**config.mk**
```make
export PLATFORM = sky130hd
export DESIGN_NAME = pipe_hazard_ctrl
export DESIGN_NICKNAME = d
export VERILOG_FILES = /design/src/rtl/pipe_pkg.sv /design/src/rtl/md_busy_tracker.sv /design/src/rtl/pipe_hazard_ctrl.sv
export SDC_FILE = /design/constraint.sdc
export NUM_CORES = 1
export LEC_CHECK = 0
export BUFFER_PORTS_ARGS = -buffer_cell sky130_fd_sc_hd__buf_2
export CORE_ASPECT_RATIO = 0.7
export CORE_MARGIN = 10
export CORE_UTILIZATION = 50
export CTS_BUF_LIST = sky130_fd_sc_hd__clkbuf_8
export CTS_CLUSTER_SIZE = 25
export DETAILED_ROUTE_END_ITERATION = 10
export PLACE_DENSITY = 0.77
export SLEW_MARGIN = 20
export SYNTH_ARGS = -nofsm -noshare
export SYNTH_HDL_FRONTEND = slang
export SYNTH_HIERARCHICAL = 1
export SYNTH_SLANG_ARGS = --single-unit
```
**constraint.sdc**
```tcl
create_clock -name clk -period 2.3 [get_ports clk]
set_input_delay 0.115 -clock clk [delete_from_list [all_inputs] [get_ports clk]]
set_output_delay 0.115 -clock clk [all_outputs]
set_load 0.01 [all_outputs]
```
**src/rtl/pipe_pkg.sv**
```systemverilog
// ---------------------------------------------------------------------------
// pipe_pkg
// Shared definitions for the pipeline hazard controller:
//   - md_state_e : multiply/divide tracker state (IDLE, BUSY)
//   - T_UNUSED   : Tuse/Tnew encoding meaning "operand not used"
//   - REG_ZERO   : hard-wired zero register number (never a real dependency)
//   - raw_hazard : read-after-write test of one source against one producer
// ---------------------------------------------------------------------------
package pipe_pkg;

  typedef enum logic [0:0] {
    IDLE = 1'b0,
    BUSY = 1'b1
  } md_state_e;

  localparam logic [1:0] T_UNUSED = 2'd3;
  localparam logic [4:0] REG_ZERO = 5'd0;

  // True when the producer writes the source register and its result will
  // not be ready by the time the consumer needs it.
  function automatic logic raw_hazard(
    input logic [4:0] src,
    input logic [1:0] tuse,
    input logic [4:0] dst,
    input logic [1:0] tnew
  );
    return (src == dst) && (tnew > tuse);
  endfunction

endpackage

```
**src/rtl/md_busy_tracker.sv**
```systemverilog
// ---------------------------------------------------------------------------
// md_busy_tracker
// Tracks occupancy of the iterative multiply/divide unit. A start pulse
// loads a 4-bit down-counter with the operation latency; the unit reports
// busy for exactly that many cycles afterwards.
// Ports:
//   clk      : rising-edge clock
//   reset    : synchronous active-high reset (aborts any operation)
//   i_start  : a mult/div is in E this cycle
//   i_div    : 1 = divide, 0 = multiply (qualifies i_start)
//   o_busy   : registered busy flag (state == BUSY)
// ---------------------------------------------------------------------------
module md_busy_tracker
  import pipe_pkg::*;
#(
  parameter int unsigned MULT_LAT = 5,
  parameter int unsigned DIV_LAT  = 10
) (
  input  logic clk,
  input  logic reset,
  input  logic i_start,
  input  logic i_div,
  output logic o_busy
);

  localparam logic [3:0] MULT_CNT = 4'(MULT_LAT);
  localparam logic [3:0] DIV_CNT  = 4'(DIV_LAT);

  md_state_e  r_state;
  logic [3:0] r_cnt;
  logic       r_busy;
  logic [3:0] w_lat;

  assign w_lat  = i_div ? DIV_CNT : MULT_CNT;
  assign o_busy = r_busy;

  // State, counter and busy flag advance together so o_busy stays registered.
  always_ff @(posedge clk) begin
    if (reset) begin
      r_state <= IDLE;
      r_cnt   <= 4'd0;
      r_busy  <= 1'b0;
    end else begin
      case (r_state)
        IDLE: begin
          if (i_start) begin
            r_state <= BUSY;
            r_cnt   <= w_lat;
            r_busy  <= 1'b1;
          end else begin
            r_state <= IDLE;
            r_cnt   <= 4'd0;
            r_busy  <= 1'b0;
          end
        end
        BUSY: begin
          if (i_start) begin
            // Start while busy: restart with the new latency.
            r_state <= BUSY;
            r_cnt   <= w_lat;
            r_busy  <= 1'b1;
          end else if (r_cnt <= 4'd1) begin
            // Count hits zero on this edge: LAT busy cycles have elapsed.
            r_state <= IDLE;
            r_cnt   <= 4'd0;
            r_busy  <= 1'b0;
          end else begin
            r_state <= BUSY;
            r_cnt   <= r_cnt - 4'd1;
            r_busy  <= 1'b1;
          end
        end
        default: begin
          r_state <= IDLE;
          r_cnt   <= 4'd0;
          r_busy  <= 1'b0;
        end
      endcase
    end
  end

endmodule

```
**src/rtl/pipe_hazard_ctrl.sv**
```systemverilog
// ---------------------------------------------------------------------------
// pipe_hazard_ctrl
// Stall controller for a 5-stage pipeline. Detects RAW hazards of the D-stage
// instruction against E and M producers (Tuse/Tnew model) and, optionally,
// structural stalls on the multiply/divide unit. On a stall F and D hold and
// a bubble is inserted into E; E, M and W always advance.
// Configuration macro: PIPE_MD_UNIT_EN
//   defined   -> md_busy_tracker instantiated, MD stalls enabled
//   undefined -> md_busy = 0, no MD stalls, MD inputs ignored
// Ports:
//   clk, reset              : clock, synchronous active-high reset
//   D_rs, D_rt              : D-stage source register numbers
//   D_Tuse_rs, D_Tuse_rt    : cycles until operand needed (3 = unused)
//   E_dst/E_Tnew, M_dst/M_Tnew : producer destination and result readiness
//   E_md_start, E_md_div    : mult/div issued in E, and its kind
//   D_md_use                : D instruction needs the MD unit
//   F_en, D_en, E_clr       : PC enable, IF/ID enable, ID/EX bubble
//   M_en, W_en              : always 1
//   md_busy                 : MD unit occupied (registered)
//   stall_cycles            : wrapping count of stalled cycles
// ---------------------------------------------------------------------------
module pipe_hazard_ctrl
  import pipe_pkg::*;
#(
  parameter int unsigned MULT_LAT = 5,
  parameter int unsigned DIV_LAT  = 10
) (
  input  logic        clk,
  input  logic        reset,
  input  logic [4:0]  D_rs,
  input  logic [4:0]  D_rt,
  input  logic [1:0]  D_Tuse_rs,
  input  logic [1:0]  D_Tuse_rt,
  input  logic [4:0]  E_dst,
  input  logic [4:0]  M_dst,
  input  logic [1:0]  E_Tnew,
  input  logic [1:0]  M_Tnew,
  input  logic        E_md_start,
  input  logic        E_md_div,
  input  logic        D_md_use,
  output logic        F_en,
  output logic        D_en,
  output logic        E_clr,
  output logic        M_en,
  output logic        W_en,
  output logic        md_busy,
  output logic [31:0] stall_cycles
);

  logic        w_stall_rs;
  logic        w_stall_rt;
  logic        w_stall_md;
  logic        w_stall;
  logic        w_md_busy;
  logic [31:0] r_stall_cycles;

  // Register zero never carries a dependency; an unused operand (Tuse=3)
  // can never be beaten by Tnew, the explicit test just makes that obvious.
  assign w_stall_rs = (D_rs != REG_ZERO) && (D_Tuse_rs != T_UNUSED) &&
                      (raw_hazard(D_rs, D_Tuse_rs, E_dst, E_Tnew) ||
                       raw_hazard(D_rs, D_Tuse_rs, M_dst, M_Tnew));

  assign w_stall_rt = (D_rt != REG_ZERO) && (D_Tuse_rt != T_UNUSED) &&
                      (raw_hazard(D_rt, D_Tuse_rt, E_dst, E_Tnew) ||
                       raw_hazard(D_rt, D_Tuse_rt, M_dst, M_Tnew));

`ifdef PIPE_MD_UNIT_EN
  md_busy_tracker #(
    .MULT_LAT (MULT_LAT),
    .DIV_LAT  (DIV_LAT)
  ) u_md_busy_tracker (
    .clk     (clk),
    .reset   (reset),
    .i_start (E_md_start),
    .i_div   (E_md_div),
    .o_busy  (w_md_busy)
  );

  // A start in E this cycle blocks the D instruction as well: the unit
  // becomes busy at the next edge.
  assign w_stall_md = D_md_use && (w_md_busy || E_md_start);
`else
  logic w_unused_md;

  assign w_unused_md = ^{E_md_start, E_md_div, D_md_use, 4'(MULT_LAT), 4'(DIV_LAT)};
  assign w_md_busy   = 1'b0;
  assign w_stall_md  = 1'b0;
`endif

  assign w_stall = w_stall_rs || w_stall_rt || w_stall_md;

  assign F_en         = !w_stall;
  assign D_en         = !w_stall;
  assign E_clr        = w_stall;
  assign M_en         = 1'b1;
  assign W_en         = 1'b1;
  assign md_busy      = w_md_busy;
  assign stall_cycles = r_stall_cycles;

  // Stall-cycle counter: one increment per stalled cycle, wraps freely.
  always_ff @(posedge clk) begin
    if (reset) begin
      r_stall_cycles <= 32'd0;
    end else if (w_stall) begin
      r_stall_cycles <= r_stall_cycles + 32'd1;
    end else begin
      r_stall_cycles <= r_stall_cycles;
    end
  end

endmodule
```
**Word-level counts from Yosys, hierarchy flattened**

Cells that the tools add are included.

- Flip-flop bits (word level): 32
- Output and inout port bits: 38

- Add/subtract/negate cells: 1
- $lt $le $gt $ge: 4
- Eq/ne operators: 6
- Reductions and logical operators: 14

Operator list:

| operator | number |
|---|---|
| $add 32x1->32 const B | 1 |
| $eq 5x5->1 | 4 |
| $reduce_bool 5->1 | 2 |
| $gt 2x2->1 | 4 |
| $logic_and 1x1->1 | 8 |
| $ne 2x2->1 const B | 2 |
| $logic_or 1x1->1 | 3 |
| $logic_not 1->1 | 1 |

**Depth between registers and ports, before layout**

Gate-level depths: netlist of run 1.

- Depth in word-level cells: 6
- Gate-level depth with buffers: 9
- Depth with buffers taken out: 8

**Least setup slack after synthesis of run 1**

No wires, ideal clock.

- Path type: flip-flop to flip-flop
- Start: register r_stall_cycles[0], in the netlist stall_cycles[0]
- End: register r_stall_cycles[24], in the netlist stall_cycles[24]
- Library setup time: 121 ps
- Data arrival time: 1904 ps
- Required time: 2179 ps
- Path slack: 275 ps
- Cell stages (with the launch flop): 10
- Path buffers: 2
- Cell sequence: dfxtp_1 > ha_1 > and4_1 > buf_2 > nor2b_1 > clkbuf_2 > and3_1 > nand3_1 > a21oi_1 > mux2_2

- Cells in the longest elaborated chain, start to end: 1

RTL lines:

| item | RTL line | RTL |
|---|---|---|
| start, declared | pipe_hazard_ctrl.sv:55 | `logic [31:0] r_stall_cycles;` |
| start signal, assigned | pipe_hazard_ctrl.sv:105 | `r_stall_cycles <= r_stall_cycles + 32'd1;` |
| start signal, assigned | pipe_hazard_ctrl.sv:107 | `r_stall_cycles <= r_stall_cycles;` |
| $add 32x1->32 | pipe_hazard_ctrl.sv:105 |  |

Every way passes these cells.
A chain may end at the register's enable or synchronous reset.

**Worst setup path after layout of run 1**

- Start: register r_stall_cycles[1], in the netlist stall_cycles[1]
- End: register r_stall_cycles[24], in the netlist stall_cycles[24]

Same word-level chain as after synthesis.

==> metrics, run 1 <==
Resized cells post-CTS 0; CP arrival 2270 ps; Area Overhead vs Synth 19.1%; largest cells by area after synthesis dfxtp_1 24%, mux2_4 11%, nor2b_1 7.4%, a21oi_2 6.0%, nor2_1 4.7%; Max Cap Viol 0; vias per inst 5.27; Cell Rows 21; status complete, no violations; pin count of the biggest net entering global routing 63; DRC viols 0; Die Span X 106 um; Period Utilization, post-route 0.908; Ports 71; setup repair after global routing missed its margin false; Final setup viols 0; Final Cell Area 0.00312 sq mm; register area 641 sq um; Die Ht 80.5 um; Worst VDD drop 0.225 mV; crit-path cells ha_1 -> and4_1 -> nor2b_1 -> and3_1 -> nand3_1 -> a21oi_1 -> mux2_2; clk_skew 7.39 ps; vias in the first global route 2,269; Final Util 0.634; Clock Latency Late Sink 290 ps; sum of negative setup slack 0 ps; Avg Inst Size Synth 8.89 sq um; crit path max fanout 5; yosys warns 6; port bufs 64; synth cell count leaders 33 x nor2_1, 32 x dfxtp_1, 31 x nor2b_1, 19 x mux2_4, 18 x a21oi_2; Starting Density 0.532; CTS Buffer Depth 2; post-route antenna net violation count 0; depth of the CTS H-tree 2; HPWL after DPL 5030 um; CTS buffer count 5; final RePlAce weighted congestion 0.870; clock sink count 32; asr flop ratio synth 0; Yosys top cell by area dfxtp_1; static leakage 1.36 nW; Filler Cell Count 453; post-synth top area share 0.245; drt pass-1 iters 4; Most used DFF post-synth dfxtp_1; nets@finish 403; Die ar. 0.00857 sq mm; initial antenna violation count 0; core area 0.00491 sq mm; WP data required 2480 ps; vias 2,270; CTS tree built; Mapped Area 0.00262 sq mm; share of cells above drive strength 1 0.401; GRT Util Overall 0.146; drt initial violations 111; Hold Crit Class in -> reg; Final Critical Period 2090 ps; synthesized instance count 294; critical path capture point type flip-flop; worst setup path class reg -> reg; hold buffer count at cts 0; count leader, synth nor2_1; clk slew on worst S/H paths 80 ps; EDFF count, synth 0; antenna diode count 0; Pwr Density 418 mW/mm^2; max reg flops 32; gr ovfl total 0; footprint of the multi-input gates 0.00181 sq mm; Post-Place Cell Area 0.00300 sq mm; Netlist cell types 36; worst slew pin tran 536 ps; Routed wire per std cell 14.9 um; Slowest-stage cell, CP dfxtp_1; Clock Tree Root clkbuf_8; global-route wire length before repair 10,500 um; Hold Vio Cnt, Final 0; Relative slew margins 0.642; postcts setup bufs 0; critical path startpoint category flip-flop; Seq/Total Area, Yosys 0.245; Highest Clock Rate 479 MHz; drt total wl 6420 um; #FFs+latches synth 32; final slew viol count 0; Worst path max stage delay 410 ps
-- per-stage QoR --
| stage | hold WS [ps] | setup slack, ps | instances | power, mW |
|---|---|---|---|---|
| 2_1_floorplan | 432 | 275 | 295 | 0.694 |
| 3_3_place_gp | 511 | 151 | 423 | 0.747 |
| 3_5_place_dp | 548 | 109 | 423 | 0.756 |
| 4_1_cts | 304 | 222 | 431 | 1.31 |
| 5_1_grt | 322 | 55.8 | 431 | 1.35 |
| 6_report | 320 | 213 | 431 | 1.30 |
-- worst max-delay path: cells and delay by family, from the launching register on --
kind | cells | cell delay (ps)
adder cells (fa/ha/maj) | 1 | 210
AND/OR/NAND/NOR | 4 | 850
flip-flops | 1 | 410
multiplexers | 1 | 340
AO/OA/AOI/OAI | 1 | 160
-- layout by cell type, fill, tap and decap left out, types with 6 or more instances in the layout --
cell / synthesis / layout
buf_2: 1 / 64
a21oi_2: 18 / 18
inv_1: 9 / 9
nor2b_1: 31 / 31
xnor2_1: 12 / 12
mux2_2: 9 / 9
dfxtp_1: 32 / 32
nand2_1: 16 / 16
nand4_1: 13 / 13
nand3_1: 16 / 16
mux2_4: 19 / 19
a21oi_1: 13 / 13
xor2_1: 8 / 8
nor2_1: 33 / 33
and3_1: 6 / 6
ha_1: 9 / 9
buf_4: 4 / 10
-- layout make-up --
| type | count | area share |
|---|---|---|
| sequential | 32 | 0.206 |
| clock buffer | 5 | 0.0221 |
| inverter | 9 | 0.0108 |
| timing repair buffer | 76 | 0.140 |
| clock inverter | 3 | 0.0137 |
| multi-input combinational | 237 | 0.580 |
| tap | 69 | 0.0277 |
-- path summary, 6_finish.rpt --
| kind | cells past startpoint | end | from | slack [ps] |
|---|---|---|---|---|
| min | 3 | stall_cycles[1]$_SDFFE_PP0P_ | reset | 320 |
| min reg2reg | 2 | stall_cycles[1]$_SDFFE_PP0P_ | stall_cycles[1]$_SDFFE_PP0P_ | 560 |
| max reg2reg | 7 | stall_cycles[24]$_SDFFE_PP0P_ | stall_cycles[1]$_SDFFE_PP0P_ | 210 |
| max | 7 | stall_cycles[24]$_SDFFE_PP0P_ | stall_cycles[1]$_SDFFE_PP0P_ | 210 |
-- layer usage --
layer | track usage | share of wire | vias to the layer above
li1 | - | - | 1151
met2 | 0.250 | 0.45 | 53
met5 | 0 | 0 | -
met4 | 0.0337 | 0.0072 | 0
met1 | 0.174 | 0.47 | 1062
met3 | 0.0494 | 0.066 | 4
-- cells by family (layout without fill, tap and decap cells) --
logic type,count (synthesis),count (layout),synth area share
flops,32,32,0.245
fa+ha+maj,9,9,0.0431
simple gates,132,132,0.292
compound gates,43,43,0.128
buf+inv,26,93,0.0651
other cells,2,3,0.00287
xor+xnor,20,20,0.0670
mux,30,30,0.156
-- where the power goes --
| part | total [mW] | internal (mW) | switching, mW |
|---|---|---|---|
| clock | 0.560 | 0.321 | 0.240 |
| sequential | 0.555 | 0.554 | 0.000774 |
| combinational | 0.187 | 0.0782 | 0.109 |
| total | 1.30 | 0.954 | 0.349 |
Power figures use the tool's default switching activity.
==> inputs of run 2 (changes only) <==
- MAX_ROUTING_LAYER: unset -> met4
==> run 2 against run 1 <==
Against the previous run:
- flip-flop and latch count unchanged
- register-to-register slack about the same
- worst hold slack worse by 4.4 ps
- utilization is the same
- global-route usage is 0.49 points higher
- maximum frequency barely moved
==> metrics, run 2 (synthesis gave the netlist of run 1 again) <==
gr ovfl total 0 (unchanged); total power 1.30 mW (about the same); Die ar. 0.00857 sq mm (unchanged); Final Critical Period 2090 ps (-1.91 ps); WP data required 2480 ps (about the same); R2R depth 7 (unchanged); Worst VDD drop 0.225 mV (+0.11%); Period Utilization, post-route 0.907 (about the same); static leakage 1.36 nW (unchanged); hold buffer count at cts 0 (unchanged); Pwr Density 418 mW/mm^2 (about the same); Final Cell Area 0.00312 sq mm (unchanged); clock sink count 32 (unchanged); antenna diode count 0 (unchanged); final RePlAce weighted congestion 0.884 (+1.6%); vias per inst 5.29 (+0.48%); crit-path cells ha_1 -> and4_1 -> nor2b_1 -> and3_1 -> nand3_1 -> a21oi_1 -> mux2_2; initial antenna violation count 0 (unchanged); share of cells above drive strength 1 0.401 (unchanged); Clock Latency Late Sink 290 ps (about the same); CTS tree built; Die Ht 80.5 um (unchanged); Worst path max stage delay 410 ps (about the same); Resized cells post-CTS 0 (unchanged); postcts setup bufs 0 (unchanged); final slew viol count 0 (unchanged); CTS Buffer Depth 2 (unchanged); Max Cap Viol 0 (unchanged); drt pass-1 iters 4 (unchanged); vias in the first global route 2,259 (-0.44%); DRC viols 0 (unchanged); Cell Rows 21 (unchanged); port bufs 64 (unchanged); Relative slew margins 0.647 (+0.00509); nets@finish 403 (unchanged); Highest Clock Rate 479 MHz (about the same); Ports 71 (unchanged); pin count of the biggest net entering global routing 63 (unchanged); Slowest-stage cell, CP dfxtp_1; Die Span X 106 um (unchanged); drt initial violations 111 (unchanged); sum of negative setup slack 0 ps (unchanged); Routed wire per std cell 14.8 um (-0.55%); global-route wire length before repair 10,600 um (+0.46%); depth of the CTS H-tree 2 (unchanged); core area 0.00491 sq mm (unchanged); critical path startpoint category flip-flop; Hold Crit Class in -> reg; GRT Util Overall 0.151 (+0.00491); crit path max fanout 5 (unchanged); Post-Place Cell Area 0.00300 sq mm (unchanged); Filler Cell Count 453 (unchanged); CP arrival 2260 ps (about the same); vias 2,281 (+0.48%); CTS buffer count 5 (unchanged); HPWL after DPL 5030 um (unchanged); worst setup path class reg -> reg; Worst Path Buf+Inv 0 (unchanged); status complete, no violations; critical path capture point type flip-flop; Area Overhead vs Synth 19.1% (unchanged); clk_skew 7.54 ps (+0.152 ps); footprint of the multi-input gates 0.00181 sq mm (unchanged); Starting Density 0.532 (unchanged); most common cell after layout, fill and taps aside buf_2; clk slew on worst S/H paths 80 ps (about the same); max reg flops 32 (unchanged); leading cell types in the layout, fill and taps excluded 64 x buf_2, 33 x nor2_1, 32 x dfxtp_1; worst slew pin tran 528 ps (-7.60 ps); Critical Path Stages 7 (unchanged); hold path cells 3 (unchanged); crit-path leading delay family simple AND/OR/NAND/NOR gates; register area 641 sq um (unchanged); Hold Vio Cnt, Final 0 (unchanged); setup repair after global routing missed its margin false; Clock Tree Root clkbuf_8; post-route antenna net violation count 0 (unchanged); Final setup viols 0 (unchanged); drt total wl 6380 um (-0.55%)
==> run 2: cell counts in the layout (fill, tap and decap cells not counted) <==
Identical to the previous run, type by type.
==> run 2: where the power goes <==
| group | leakage [nW] | switching (mW) | total, mW | internal (mW) |
|---|---|---|---|---|
| Sequential | 0.258 | 0.000779 | 0.555 | 0.554 |
| Combinational | 1.04 | 0.108 | 0.186 | 0.0782 |
| Clock | 0.0541 | 0.241 | 0.562 | 0.321 |
| Total | 1.36 | 0.349 | 1.30 | 0.954 |
==> run 2: cell type report <==
class | instances | area share
clock inverters | 3 | 0.0137
flip-flops and latches | 32 | 0.206
inverters | 9 | 0.0108
clock buffers | 5 | 0.0221
repair buffers | 76 | 0.140
well taps | 69 | 0.0277
multi-input cells | 237 | 0.580
==> run 2: worst register-to-register path, cell delays in order (launching register included) <==
cell	delay, ps
dfxtp_1	410
ha_1	210
and4_1	220
nor2b_1	350
and3_1	210
nand3_1	80
a21oi_1	160
mux2_2	340
==> run 2: final timing paths <==
kind,startpoint,endpoint,slack [ps]
setup / recovery,stall_cycles[1]$_SDFFE_PP0P_,stall_cycles[24]$_SDFFE_PP0P_,210
hold / removal,reset,stall_cycles[1]$_SDFFE_PP0P_,320
setup reg to reg,stall_cycles[1]$_SDFFE_PP0P_,stall_cycles[24]$_SDFFE_PP0P_,210
hold reg to reg,stall_cycles[1]$_SDFFE_PP0P_,stall_cycles[1]$_SDFFE_PP0P_,550
==> run 2: metal layers <==
metal / up-vias / track usage / share of wire
met1: 1057 / 0.180 / 0.48
met4: 0 / 0.0337 / 0.0096
li1: 1155 / - / -
met3: 7 / 0.0415 / 0.060
met2: 62 / 0.250 / 0.45
met5: - / - / 0
==> run 2: metrics by stage <==
stage               std cells   util  hold WS, ps  setup slack (ps)
CTS                       431  0.634          304               222
floorplan                 295      -          432               275
global placement          423  0.611          511               151
global route              431  0.634          323              55.8
detailed placement        423  0.611          548               109
finish                    431  0.634          316               214
==> inputs of run 3 (changes only) <==
- BUFFER_PORTS_ARGS: -buffer_cell sky130_fd_sc_hd__buf_2 -> unset
- DONT_BUFFER_PORTS: unset -> 1
- PLACE_DENSITY: 0.77 -> unset
==> run 3 against run 2 <==
Against the previous run:
- maximum frequency is 2.9% higher
- count of clock-buffer cells in the layout stayed put
- sequential power about the same
- wire length decreased by 2.1%
- first-iteration DRC count is 9.0% higher
- power shrank 5.1%
- critical path type unchanged
- critical endpoint is now stall_cycles[26]$_SDFFE_PP0P_
- highest routed layer unchanged
==> metrics, run 3 (synthesis gave the netlist of run 1 again) <==
Period Utilization, post-route 0.881 (-0.0254); pin count of the biggest net entering global routing 62 (-1.6%); Hold Vio Cnt, Final 0 (unchanged); Cell Rows 21 (unchanged); drt initial violations 121 (+9.0%); register area 641 sq um (unchanged); CTS Buffer Depth 2 (unchanged); leading cell types in the layout, fill and taps excluded 33 x nor2_1, 32 x dfxtp_1, 31 x nor2b_1; core area 0.00491 sq mm (unchanged); final slew viol count 0 (unchanged); gr ovfl total 0 (unchanged); CP arrival 2210 ps (-50 ps); worst setup path class reg -> reg; vias in the first global route 1,977 (-12%); most frequent CP cell nand4_1; total power 1.24 mW (-5.1%); Ports 71 (unchanged); HPWL after DPL 4840 um (-3.8%); Max Cap Viol 0 (unchanged); depth of the CTS H-tree 2 (unchanged); initial antenna violation count 0 (unchanged); global-route wire length before repair 10,200 um (-3.8%); setup repair after global routing missed its margin false; clock sink count 32 (unchanged); CTS buffer count 5 (unchanged); crit-path cells nand4_1 -> nor2b_1 -> buf_4 -> nand4_1 -> a21oi_1 -> mux2_2; most common cell after layout, fill and taps aside nor2_1; WP data required 2490 ps (about the same); share of cells above drive strength 1 0.285 (-0.115); antenna diode count 0 (unchanged); Final Critical Period 2030 ps (-58.5 ps); DRC viols 0 (unchanged); drt total wl 6250 um (-2.1%); Highest Clock Rate 493 MHz (+2.9%); Die Span X 106 um (unchanged); Die Ht 80.5 um (unchanged); Die ar. 0.00857 sq mm (unchanged); clk_skew 9.69 ps (+2.15 ps); status complete, no violations; Worst VDD drop 0.284 mV (+26%); Slowest-stage cell, CP dfxtp_1; drt pass-1 iters 4 (unchanged); Clock Latency Late Sink 300 ps (about the same); Pwr Density 434 mW/mm^2 (+3.7%); Routed wire per std cell 16.7 um (+13%); port bufs 0 (-100%); postcts setup bufs 0 (unchanged); vias 2,061 (-9.6%); critical path capture point type flip-flop; vias per inst 5.51 (+4.1%); nets@finish 346 (-14%); static leakage 1.09 nW (-19%); Post-Place Cell Area 0.00273 sq mm (-9.2%); Area Overhead vs Synth 9.00%; GRT Util Overall 0.151 (-0.000250); Filler Cell Count 447 (-1.3%); max reg flops 32 (unchanged); post-route antenna net violation count 0 (unchanged); Clock Tree Root clkbuf_8; critical path startpoint category flip-flop; Worst path max stage delay 470 ps (+60 ps); Final setup viols 0 (unchanged); final RePlAce weighted congestion 0.775 (-12%); clk slew on worst S/H paths 70 ps (about the same); crit path max fanout 6 (+1); Final Cell Area 0.00285 sq mm (-8.5%); CTS tree built; Starting Density 0.532 (unchanged); footprint of the multi-input gates 0.00181 sq mm (unchanged); Hold Crit Class in -> reg; sum of negative setup slack 0 ps (unchanged)
==> run 3: timing repair <==
item	in CTS	in global routing
hold buffers	1	0
hold endpoints to repair	2	0
setup endpoints to repair	0	0
gates resized for setup	0	0
==> run 3: per-layer routing <==
metal | global-route usage | share of wire | vias to the layer above
met5 | - | 0 | -
met4 | 0.0323 | 0.0070 | 0
met3 | 0.0781 | 0.11 | 5
met2 | 0.218 | 0.42 | 67
met1 | 0.183 | 0.46 | 952
li1 | - | - | 1037
==> run 3: final timing paths <==
check | endpoint | depth (start not counted) | from | slack (ps)
setup / recovery | stall_cycles[26]$_SDFFE_PP0P_ | 6 | stall_cycles[6]$_SDFFE_PP0P_ | 270
hold / removal | stall_cycles[5]$_SDFFE_PP0P_ | 2 | reset | 40
setup reg to reg | stall_cycles[26]$_SDFFE_PP0P_ | 6 | stall_cycles[6]$_SDFFE_PP0P_ | 270
hold reg to reg | stall_cycles[31]$_SDFFE_PP0P_ | 2 | stall_cycles[31]$_SDFFE_PP0P_ | 610
==> run 3: critical path: cells and delay by family, from the launching register on <==
kind / cells / cell delay (ps)
AND/OR/NAND/NOR: 3 / 740
flip-flops: 1 / 470
multiplexers: 1 / 340
buffers and inverters: 1 / 200
AO/OA/AOI/OAI: 1 / 170
==> run 3: power breakdown <==
group / leakage, nW / total [mW] / internal (mW) / switching [mW]
registers: 0.258 / 0.555 / 0.555 / 0.000537
clock network: 0.0541 / 0.556 / 0.321 / 0.235
logic: 0.782 / 0.125 / 0.0581 / 0.0671
total: 1.09 / 1.24 / 0.933 / 0.303
==> run 3: layout make-up <==
type | count | share of cell area
clock buffer | 5 | 0.0241
clock inverter | 3 | 0.0149
inverter | 9 | 0.0119
multi-input combinational | 237 | 0.634
sequential | 32 | 0.225
tap | 69 | 0.0303
timing repair buffer | 19 | 0.0597
==> run 3: stage by stage <==
step	setup slack [ps]	cells	utilization	hold WS [ps]
global placement	260	365	0.555	193
finish	273	374	0.580	43.8
CTS	276	374	0.580	43.9
detailed placement	233	365	0.555	202
floorplan	275	295	-	432
global route	174	374	0.580	35.7
